<file path="config.mk">
export PLATFORM = sky130hd
export DESIGN_NAME = fetch_unit
export DESIGN_NICKNAME = d
export VERILOG_FILES = /design/src/rtl/fetch_unit.sv
export SDC_FILE = /design/constraint.sdc
export NUM_CORES = 1
export LEC_CHECK = 0
export ABC_AREA = 1
export BUFFER_PORTS_ARGS = -buffer_cell sky130_fd_sc_hd__buf_2
export CAP_MARGIN = 40
export CORE_MARGIN = 4
export CORE_UTILIZATION = 30
export CTS_BUF_LIST = sky130_fd_sc_hd__clkbuf_16
export CTS_CLUSTER_SIZE = 40
export DETAILED_ROUTE_END_ITERATION = 8
export PLACE_DENSITY = 0.55
export SLEW_MARGIN = 15
export SYNTH_ARGS = -nofsm -noshare
export SYNTH_HDL_FRONTEND = slang
export SYNTH_SLANG_ARGS = --single-unit
export TNS_END_PERCENT = 50
</file>
<file path="constraint.sdc">
create_clock -name clk -period 2.65 [get_ports clk]
set_input_delay 0.3975 -clock clk [delete_from_list [all_inputs] [get_ports clk]]
set_output_delay 0.3975 -clock clk [all_outputs]
set_load 0.01 [all_outputs]
</file>
<file path="src/rtl/fetch_unit.sv">
// fetch_unit: instruction fetch front end with a 2-entry {pc, instr} queue.
// Keeps at most one instruction-memory request outstanding and reserves a
// queue slot for it at issue time. Redirects flush the queue and retarget
// fetch; an in-flight response belonging to the old path is dropped.
// Optional build macro: FETCH_BYPASS_EN -- when defined, a response arriving
// while the queue is empty is presented to decode in the same cycle.
module fetch_unit #(
    parameter logic [31:0] RESET_PC = 32'h0000_0000
) (
    input  logic        clk,
    input  logic        rst,
    output logic        imem_req,
    output logic [31:0] imem_addr,
    input  logic        imem_ack,
    input  logic [31:0] imem_rdata,
    input  logic        redirect_valid,
    input  logic [31:0] redirect_pc,
    input  logic        stall,
    output logic        if_valid,
    output logic [31:0] if_instr,
    output logic [31:0] if_pc,
    output logic [4:0]  if_opcode
);

    typedef enum logic [1:0] {
        IDLE = 2'd0,
        WAIT = 2'd1,
        DROP = 2'd2
    } state_t;

    state_t      state_reg, state_next;
    logic [31:0] fetch_pc_reg, fetch_pc_next;
    logic [1:0]  count_reg, count_next;
    logic        rd_ptr_reg, wr_ptr_reg;

    logic        fifo_empty;
    logic        ack_live;
    logic        bypass;
    logic        out_valid;
    logic        handshake;
    logic        fifo_pop;
    logic        fifo_push;
    logic        req_comb;
    logic [1:0]  occ_after_pop;
    logic [31:0] head_pc, head_instr;
    logic [31:0] out_pc, out_instr;
    logic        redirect_align_unused;

    // Low address bits of a redirect target are discarded (word alignment).
    assign redirect_align_unused = ^redirect_pc[1:0];

    assign fifo_empty = (count_reg == 2'd0);
    // A response only counts when it answers a live request.
    assign ack_live   = imem_ack && (state_reg == WAIT);

`ifdef FETCH_BYPASS_EN
    assign bypass = ack_live && fifo_empty && !redirect_valid;
`else
    assign bypass = 1'b0;
`endif

    assign out_valid = !fifo_empty || bypass;
    assign handshake = out_valid && !stall;
    assign fifo_pop  = handshake && !fifo_empty;
    // A bypassed word that decode takes immediately never enters the queue.
    assign fifo_push = ack_live && !redirect_valid && !(bypass && !stall);

    assign occ_after_pop = count_reg - {1'b0, fifo_pop};
    assign count_next    = count_reg + {1'b0, fifo_push} - {1'b0, fifo_pop};

    // Queue storage: one register pair per slot, written at the write pointer.
    genvar gi;
    generate
        for (gi = 0; gi < 2; gi++) begin : g_entry
            logic [31:0] pc_reg;
            logic [31:0] instr_reg;
            logic        wr_sel;

            assign wr_sel = fifo_push && (wr_ptr_reg == 1'(gi));

            // Capture the returning word and its address into this slot.
            always_ff @(posedge clk) begin
                if (rst) begin
                    pc_reg    <= '0;
                    instr_reg <= '0;
                end else if (wr_sel) begin
                    pc_reg    <= fetch_pc_reg;
                    instr_reg <= imem_rdata;
                end
            end
        end
    endgenerate

    assign head_pc    = rd_ptr_reg ? g_entry[1].pc_reg    : g_entry[0].pc_reg;
    assign head_instr = rd_ptr_reg ? g_entry[1].instr_reg : g_entry[0].instr_reg;

    // Queue pointers and occupancy; a redirect empties the queue outright.
    always_ff @(posedge clk) begin
        if (rst || redirect_valid) begin
            count_reg  <= 2'd0;
            rd_ptr_reg <= 1'b0;
            wr_ptr_reg <= 1'b0;
        end else begin
            count_reg <= count_next;
            if (fifo_push) wr_ptr_reg <= ~wr_ptr_reg;
            if (fifo_pop)  rd_ptr_reg <= ~rd_ptr_reg;
        end
    end

    // Fetch state and fetch address registers.
    always_ff @(posedge clk) begin
        if (rst) begin
            state_reg    <= IDLE;
            fetch_pc_reg <= RESET_PC;
        end else begin
            state_reg    <= state_next;
            fetch_pc_reg <= fetch_pc_next;
        end
    end

    // Request issue, response tracking and fetch address sequencing.
    always_comb begin
        state_next    = state_reg;
        fetch_pc_next = fetch_pc_reg;
        req_comb      = 1'b0;
        case (state_reg)
            IDLE: begin
                // Issue only if a slot remains once this cycle's pop is counted.
                if (!redirect_valid && (occ_after_pop <= 2'd1)) begin
                    req_comb   = 1'b1;
                    state_next = WAIT;
                end
            end
            WAIT: begin
                req_comb = 1'b1;
                if (imem_ack) begin
                    if (redirect_valid) begin
                        state_next = IDLE;
                    end else begin
                        fetch_pc_next = fetch_pc_reg + 32'd4;
                        // Chain the next request when a slot is left for it.
                        state_next = (count_next <= 2'd1) ? WAIT : IDLE;
                    end
                end else if (redirect_valid) begin
                    state_next = DROP;
                end
            end
            DROP: begin
                // The stale response is swallowed here; a redirect arriving
                // with it only retargets fetch, since nothing else is in flight.
                if (imem_ack) state_next = IDLE;
            end
            default: state_next = IDLE;
        endcase
        if (redirect_valid) fetch_pc_next = {redirect_pc[31:2], 2'b00};
    end

    assign out_pc    = bypass ? fetch_pc_reg : head_pc;
    assign out_instr = bypass ? imem_rdata   : head_instr;

    assign imem_req  = !rst && req_comb;
    assign imem_addr = fetch_pc_reg;
    assign if_valid  = !rst && out_valid;
    assign if_pc     = rst ? 32'd0 : out_pc;
    assign if_instr  = rst ? 32'd0 : out_instr;
    assign if_opcode = if_instr[6:2];

endmodule

</file>
==> results_dict.tcl <==
set metrics [dict create \
    synthFlopType "dfxtp_1" \
    finalClockSkew_ps 13.4 \
    holdBufCountCts 0 \
    num_vias 7679 \
    overflow 0 \
    cp_slowest_cell "dfxtp_1" \
    first_global_vias 6978 \
    clock_sinks 160 \
    largest_register_ffs 64 \
    firstDrtPassIters 6 \
    clk_latency_ps 420 \
    dp_hpwl_um 16400 \
    fin_nets 1314 \
    antenna_found_initial 0 \
    period_needed_ps 2330 \
    post_route_cells_drive_above_1_share_pct 18.3 \
    cts_resized 0 \
    synth_cells 1129 \
    crit_buf_inv 2 \
    synthesis.area_sq_um 7780 \
    htreeDepth 4 \
    crit_path_start_kind "register" \
    rows 58 \
    grt_usage_pct 17.0 \
    grt_setup_unrepaired "no" \
    critical_path_class "reg2out" \
    fp.dieArea_sq_um 28600 \
    portBuffers 165 \
    ys_warn_count 0 \
    die-width_um 169 \
    ys_types 36 \
    hold_violations 0 \
    critPathMaxStageDelay_ps 350 \
    post_cts_buffers 0 \
    finalCritPeriodShare_pct 87.8 \
    yosysTopAreaCell "dfxtp_1" \
    slew_viol_final 0 \
    p_leak_nw 3.63 \
    vdd_drop_max_mv 0.380 \
    setup-violations-final 0 \
    clkSlewWorstSetupHoldPaths_ps 70 \
    required_ps 2250 \
    cts_root_buffer "clkbuf_16" \
    area_delta_synth_final_pct 19.5 \
    status "completed" \
    cpLargestDelayFamily "compound AO/OA/AOI/OAI gates" \
    synth_common_cells "a21oi_1 (215), nand2_1 (194), dfxtp_1 (160)" \
    wire_per_inst_um 15.6 \
    p_per_area_nw_per_um2 596 \
    pin_count 172 \
    diodes 0 \
    fmax_mhz 430 \
    hold_class "in2reg" \
    max_cap_violations 0 \
    end_kind "primary output" \
    path_cells "inv_1 -> a21oi_1 -> ha_1 -> a21oi_1 -> o21ai_0 -> nand2_1 -> nand2_1 -> nor2_1 -> buf_2" \
    via_per_inst 4.85 \
    ys_seq_area_share_pct 41.2 \
    avgSynthCellArea_sq_um 6.89 \
    crit_fanout 4 \
    utilization_pct 36.7 \
    netlist.area_leader.share_pct 41.2 \
    core_sq_um 25300 \
    cts_tree "yes" \
    synth_edf_count 0 \
    tightest_slew_ps 681 \
    die_h_um 169 \
    wirelength_um 24800 \
    route.detailed.drc 0 \
    place_congestion 0.782 \
    start_util_pct 30.7 \
    synth_area_leaders "dfxtp_1 (41%), a21oi_1 (14%), nand2_1 (9.4%), o21ai_0 (8.1%), nand3_1 (6.0%)" \
    synth_most_common_cell "a21oi_1" \
    ant_nets 0 \
    async_flop_share_pct 0 \
    drt_iter0_drc 646 \
    crit_arrival_ps 1930 \
    ys_seq_elements 160 \
    fin_tns_setup_ps 0 \
    grt_max_degree 107 \
    ff2ff_setup_slack_ps 690 \
    maxSlewHeadroom_pct 54.5 \
    cts_buffers 17 \
    grt_pass1_wl_um 39100 \
    cts_buffer_depth 2 \
]
[through the flow]
step	power, mW	setup slack [ps]	hold slack, ps	instance area [sq um]	std cells
finish	5.54	322	249	9300	1584
global route	5.79	201	236	9300	1584
CTS	5.62	311	231	9300	1584
detailed placement	3.14	642	444	8720	1552
global placement	3.14	656	437	8700	1551
floorplan	2.92	636	429	7790	1132
[path summary, 6_finish.rpt]
check                                     startpoint                   end  depth (start not counted)
worst max-delay path                    count_reg[1]              imem_req                          9
worst min-delay path                 redirect_pc[11]         imem_addr[11]                          3
worst max register to register          count_reg[1]          state_reg[0]                         10
worst min register to register  g_entry[1].pc_reg[4]  g_entry[1].pc_reg[4]                          2
[cells in the final DEF (no fill, tap or decap), types with 6 or more instances in the layout]
master     count
a21oi_1      215
nand2_1      194
buf_2        164
dfxtp_1      159
o21ai_0      126
inv_1        111
nand3_1       93
nor2_1        62
o21ai_1       21
clkbuf_16     17
buf_4         14
a31oi_1        8
inv_2          6
[worst reg2reg max path, delay by kind of cell, from the launching register on]
kind / cells / cell delay (ps)
XOR/XNOR: 2 / 410
buffers and inverters: 2 / 130
AND/OR/NAND/NOR: 1 / 60
flip-flops: 1 / 350
AO/OA/AOI/OAI: 3 / 460
adder cells (fa/ha/maj): 2 / 430
[cell type report]
cell class	instances	area (sq um)
Fill cell	2715	16000
Multi-Input combinational cell	764	3640
Sequential cell	160	3210
Timing Repair Buffer	183	1030
Inverter	115	432
Clock buffer	17	425
Tap cell	330	413
Clock inverter	15	153
[power breakdown]
part | switching [mW] | total (mW) | internal (mW) | leakage, nW
Combinational | 0.348 | 0.536 | 0.188 | 2.05
Clock | 0.995 | 2.46 | 1.46 | 0.286
Sequential | 0.0856 | 2.55 | 2.47 | 1.30
[cell families after synthesis]
kind of cell | Yosys count | synth area share, %
xor+xnor | 7 | 0.788
fa+ha+maj | 4 | 0.643
flops | 160 | 41.2
other cells | 1 | 0.0482
simple gates | 371 | 20.5
buf+inv | 208 | 12.1
compound gates | 378 | 24.7
[layer usage]
metal  wire length (um)  up-vias  share of wire [%]  track usage (%)
met5                  0        -                  0                0
met2              11000      232                 44             26.3
met4                306        0                1.2             3.92
met3               1610       16                6.5             3.60
met1              11900     3481                 48             24.4
li1                   -     3950                  -                -
Power figures use the tool's default switching activity.
